<file path="src/rtl/load_store_unit.sv">
// Data-memory initiator: accepts one load/store at a time, drives the big-endian
// byte-addressed memory and returns exactly one response per request.
module load_store_unit #(
   parameter int MEM_BYTES = 3000,
   parameter int MEM_LAT   = 0
) (
   input  logic        clk,
   input  logic        rst,
   input  logic        req_valid,
   output logic        req_ready,
   input  logic        req_we,
   input  logic [1:0]  req_size,
   input  logic        req_signed,
   input  logic [31:0] req_addr,
   input  logic [31:0] req_wdata,
   output logic        rsp_valid,
   input  logic        rsp_ready,
   output logic [31:0] rsp_data,
   output logic        rsp_err,
   output logic        mem_we,
   output logic [2:0]  mem_wmode,
   output logic [31:0] mem_addr,
   output logic [31:0] mem_wdata,
   input  logic [31:0] mem_rdata
);
   typedef enum logic [1:0] {
      IDLE  = 2'd0,
      ISSUE = 2'd1,
      RESP  = 2'd2
   } state_t;

   localparam logic [3:0]  LAT       = 4'(MEM_LAT);
   localparam logic [32:0] MEM_LIMIT = 33'(MEM_BYTES);

   state_t      state;
   logic [3:0]  wait_cnt;
   logic        store_reg;
   logic [1:0]  size_reg;
   logic        signed_reg;

   logic [2:0]  req_mode;
   logic [1:0]  bytes_minus1;
   logic [32:0] last_byte;
   logic        req_bad;
   logic [31:0] load_ext;

   always_comb begin
      req_mode = 3'b010;
      case (req_size)
         2'b00:   req_mode = req_signed ? 3'b000 : 3'b011;
         2'b01:   req_mode = req_signed ? 3'b001 : 3'b100;
         default: req_mode = 3'b010;
      endcase
   end

   // 33-bit sum so that an access wrapping past 0xFFFFFFFF lands above the limit
   assign bytes_minus1 = {req_size[1], req_size[1] | req_size[0]};
   assign last_byte    = {1'b0, req_addr} + {31'd0, bytes_minus1};
   assign req_bad      = (req_size == 2'b11)
                       | ((req_size == 2'b01) & req_addr[0])
                       | ((req_size == 2'b10) & (req_addr[1:0] != 2'b00))
                       | (last_byte >= MEM_LIMIT);

   always_comb begin
      load_ext = mem_rdata;
      case (size_reg)
         2'b00:   load_ext = {{24{signed_reg & mem_rdata[7]}},  mem_rdata[7:0]};
         2'b01:   load_ext = {{16{signed_reg & mem_rdata[15]}}, mem_rdata[15:0]};
         default: load_ext = mem_rdata;
      endcase
   end

   assign req_ready = (state == IDLE);

   always_ff @(posedge clk or posedge rst) begin
      if (rst) begin
         state      <= IDLE;
         wait_cnt   <= 4'd0;
         store_reg  <= 1'b0;
         size_reg   <= 2'b00;
         signed_reg <= 1'b0;
         rsp_valid  <= 1'b0;
         rsp_data   <= 32'd0;
         rsp_err    <= 1'b0;
         mem_we     <= 1'b0;
         mem_wmode  <= 3'b000;
         mem_addr   <= 32'd0;
         mem_wdata  <= 32'd0;
      end else begin
         case (state)
            IDLE: begin
               if (req_valid) begin
                  mem_addr   <= req_addr;
                  mem_wdata  <= req_wdata;
                  mem_wmode  <= req_mode;
                  store_reg  <= req_we;
                  size_reg   <= req_size;
                  signed_reg <= req_signed;
                  if (req_bad) begin
                     state     <= RESP;
                     rsp_valid <= 1'b1;
                     rsp_err   <= 1'b1;
                     rsp_data  <= 32'd0;
                  end else begin
                     state    <= ISSUE;
                     wait_cnt <= LAT;
                     // write strobe is registered, so it is raised on entry to the final ISSUE cycle
                     mem_we   <= req_we && (LAT == 4'd0);
                  end
               end
            end
            ISSUE: begin
               if (wait_cnt == 4'd0) begin
                  mem_we    <= 1'b0;
                  state     <= RESP;
                  rsp_valid <= 1'b1;
                  rsp_err   <= 1'b0;
                  rsp_data  <= store_reg ? 32'd0 : load_ext;
               end else begin
                  wait_cnt <= wait_cnt - 4'd1;
                  mem_we   <= store_reg && (wait_cnt == 4'd1);
               end
            end
            RESP: begin
               if (rsp_ready) begin
                  rsp_valid <= 1'b0;
                  state     <= IDLE;
               end
            end
            default: state <= IDLE;
         endcase
      end
   end
endmodule

</file>
<file path="config.mk">
export PLATFORM = sky130hd
export DESIGN_NAME = load_store_unit
export DESIGN_NICKNAME = d
export VERILOG_FILES = /design/src/rtl/load_store_unit.sv
export SDC_FILE = /design/constraint.sdc
export NUM_CORES = 1
export LEC_CHECK = 0
export CORE_MARGIN = 5
export CORE_UTILIZATION = 44
export DETAILED_ROUTE_END_ITERATION = 8
export PLACE_DENSITY = 0.91
export SYNTH_ARGS = -nofsm -noshare
export SYNTH_HDL_FRONTEND = slang
export SYNTH_SLANG_ARGS = --single-unit
export TNS_END_PERCENT = 5
</file>
<file path="constraint.sdc">
create_clock -name clk -period 4.5 [get_ports clk]
set_input_delay 0.675 -clock clk [delete_from_list [all_inputs] [get_ports clk]]
set_output_delay 0.675 -clock clk [all_outputs]
set_load 0.005 [all_outputs]
</file>
==> results.py, run 1 <==
metrics = {
    "clocking": {
        "cts_buffers": 9,
        "cts.path.max_buffers": 2,
        "cts.sinks": 112,
        "cts_tree": "done",
        "clk_pin_slew_ns": 0.07,
        "cts_hold_buf": 0,
        "insertion_delay_ns": 0.35,
        "post_cts_buffers": 0,
        "clockRootBuffer": "clkbuf_16",
        "htree_num_levels": 3,
        "cts-resized-gates": 0,
    },
    "detailed_routing": {
        "routed_wl_um": 15600,
        "dr.pass1.iters": 5,
        "drtAntennaViolNets": 0,
        "vias": 4998,
        "drc": 0,
        "drt_iter0_drc": 383,
        "via_per_inst": 5.33,
        "wire_per_inst_um": 16.6,
    },
    "setup_path": {
        "worstPathRequired_ns": 4.72,
        "worstPathCellList": "clkdlybuf4s50_1 > or2_2 > ha_1 > fa_1 > nor2_1 > a21oi_1 > o311ai_0 > a22oi_1 > or4_4 > or2_1 > a221o_1",
        "critPathKind": "input port to flip-flop",
        "r2r_slack_ns": 2.14,
        "critPathCaptureType": "flip-flop",
        "crit_family": "simple AND/OR/NAND/NOR gates",
        "cp.arrival_ns": 4.23,
        "cp-start-kind": "input port",
        "crit_path_top_delay_cell": "or4_4",
        "startpoint": "req_size[1]",
        "crit_buf_inv": 1,
        "r2r_start": "state[0]",
        "timing.rr.end": "mem_wmode[1]",
        "reg2reg_depth": 5,
        "cp_num_cells": 11,
        "crit_path_max_incr_delay_ns": 0.59,
        "crit_end": "state[1]",
        "crit_fanout": 9,
    },
    "pwr": {
        "power_leakage_uw": 0.00360,
        "power-per-cell-area_nw_per_um2": 530,
        "vdd_drop_max_uv": 267,
        "p_total_uw": 4150,
    },
    "hold_path": {
        "hold_path_class": "flip-flop to flip-flop",
    },
    "synthesis": {
        "synth_top_area_cell": "dfrtp_1",
        "synth.distinct_cells": 56,
        "ys_top_cells_by_area": "dfrtp_1 53%, nand2_1 16%, a21oi_1 3.4%",
        "yosysSeqAreaShare": 0.526,
        "postSynthCellCount": 596,
        "synth_edf_count": 0,
        "netlist.area_leader.share": 0.526,
        "synth.cell_area_um2": 5330,
        "syn-mean-instance-area_um2": 8.94,
        "yosysWarnings": 0,
        "async_reset_ff_frac": 1.00,
        "synth-main-ff-cell": "dfrtp_1",
        "ys_ff_latch": 112,
        "synth_fp_nets": 706,
    },
    "die": {
        "core_um2": 12000,
        "rows": 40,
        "dieArea_um2": 14400,
        "initial_utilization": 0.446,
        "die_x_um": 120,
        "io_pins": 207,
        "die_h_um": 120,
    },
    "sta": {
        "slew_viol_final": 0,
        "worst_slew_pin_slew_ns": 0.986,
        "rsz0062_at_grt": "false",
        "whs_ns": 0.474,
        "skew_ns": 0.0121,
        "relSlewSlack": 0.340,
        "period_minus_slack_ns": 4.01,
        "fmax_ghz": 0.249,
        "period_share": 0.891,
        "setup-tns-final_ns": 0,
        "hold_viol": 0,
        "setup_viol": 0,
    },
    "layout": {
        "antenna_cells": 0,
        "n_fill_cell": 935,
        "layout-drive-gt1-share": 0.0556,
        "fin_nets": 897,
        "fin_util": 0.655,
        "syn_to_final_growth_pct": 46.9,
        "top_regs": "mem_addr (32), mem_wdata (32), rsp_data (32)",
        "stdcell_area_um2": 7830,
    },
    "global_route": {
        "grtUsageTotal": 0.214,
        "grt_pass1_wl_um": 24900,
        "grt_pass1_vias": 4882,
        "grt_max_degree": 113,
        "antenna_found_initial": 0,
        "gr-total-overflow": 0,
    },
    "run_status": {
        "status": "complete, no violations",
    },
    "place": {
        "port_buffers": 206,
        "dp_hpwl_um": 11200,
        "gp_congestion": 0.868,
        "post_dp_cell_area_um2": 7530,
    },
    "job": {
        "cap_violations": 0,
    },
}
## area by class of cell
type	count	area [um2]	share of cell area
Clock buffer	12	267	0.0340
Clock inverter	3	40.0	0.00511
Inverter	7	28.8	0.00367
Multi-Input combinational cell	445	2380	0.304
Sequential cell	112	2800	0.358
Tap cell	147	184	0.0235
Timing Repair Buffer	212	2130	0.272
## cells by family (layout without fill, tap and decap cells)
| group | after synthesis | count (layout) | synth area share |
|---|---|---|---|
| AND/OR/NAND/NOR | 309 | 309 | 0.254 |
| XOR/XNOR | 11 | 11 | 0.0181 |
| buffers and inverters | 39 | 234 | 0.0296 |
| multiplexers | 6 | 6 | 0.0115 |
| flip-flops | 112 | 112 | 0.526 |
| AO/OA/AOI/OAI | 113 | 113 | 0.146 |
| adder cells (fa/ha/maj) | 6 | 6 | 0.0155 |
## how the worst min path moves through the flow
stage	start	end	slack, ns	depth (start not counted)
after floorplan	signed_reg	signed_reg	0.46	2
after global placement	mem_wmode[1]	mem_wmode[1]	0.45	2
after detailed placement	mem_wdata[18]	mem_wdata[18]	0.46	2
after CTS	mem_wdata[13]	mem_wdata[13]	0.48	2
after global routing	mem_addr[13]	mem_addr[13]	0.49	2
final	mem_wdata[13]	mem_wdata[13]	0.47	2
## stage by stage
step,setup slack (ns),cells
global route,0.425,938
detailed placement,0.178,923
CTS,0.530,938
floorplan,0.858,596
finish,0.491,938
global placement,0.264,923
## placed cells by master (no fill, tap or decap), drive strengths merged, types with 6 or more instances in the layout
cell,Yosys,final
and3,6,6
inv,7,7
a21oi,36,36
o2bb2ai,16,16
buf,5,6
clkdlybuf4s50,0,206
nand2,221,221
a22o,9,9
o21ai,19,19
nand4,13,13
nor2,18,18
clkbuf,27,12
nand3,16,16
nor3,8,8
xor2,9,9
a21o,8,8
dfrtp,112,112
## where the power goes
| part | switching (uW) | internal, uW |
|---|---|---|
| Clock | 352 | 473 |
| Combinational | 785 | 920 |
| Sequential | 261 | 1360 |
| Total | 1400 | 2760 |
## worst reg2reg max path: stages, from the launching register on
cell and delay [ns]:
dfrtp_1 0.46, nor2_1 0.43, and2_2 0.65, buf_4 0.50, o21ai_0 0.18, nand2_1 0.09
## Yosys cell counts, drive strengths merged (6+ instances only)
| cell type | instances |
|---|---|
| dfrtp | 112 |
| clkbuf | 27 |
| a22o | 9 |
| xor2 | 9 |
| o21ai | 19 |
| nand3 | 16 |
| nor2 | 18 |
| nor3 | 8 |
| inv | 7 |
| nand2 | 221 |
| o2bb2ai | 16 |
| and3 | 6 |
| a21oi | 36 |
| a21o | 8 |
| nand4 | 13 |
## layer usage
metal	share of wire	track usage	up-vias
met1	0.41	0.278	2378
li1	-	-	2404
met2	0.49	0.355	197
met4	0.017	0.0659	0
met3	0.080	0.0528	19
met5	0	0	-
(Power assumes the default switching activity.)
==> inputs of run 2 (changes only) <==
--- a/config.mk
+++ b/config.mk
@@ -9,6 +9,7 @@
 export CORE_UTILIZATION = 44
 export DETAILED_ROUTE_END_ITERATION = 8
 export PLACE_DENSITY = 0.91
+export SLEW_MARGIN = 20
 export SYNTH_ARGS = -nofsm -noshare
 export SYNTH_HDL_FRONTEND = slang
 export SYNTH_SLANG_ARGS = --single-unit
==> results of run 2 <==
The final DEF is identical to that of run 1; final timing and power are the same.
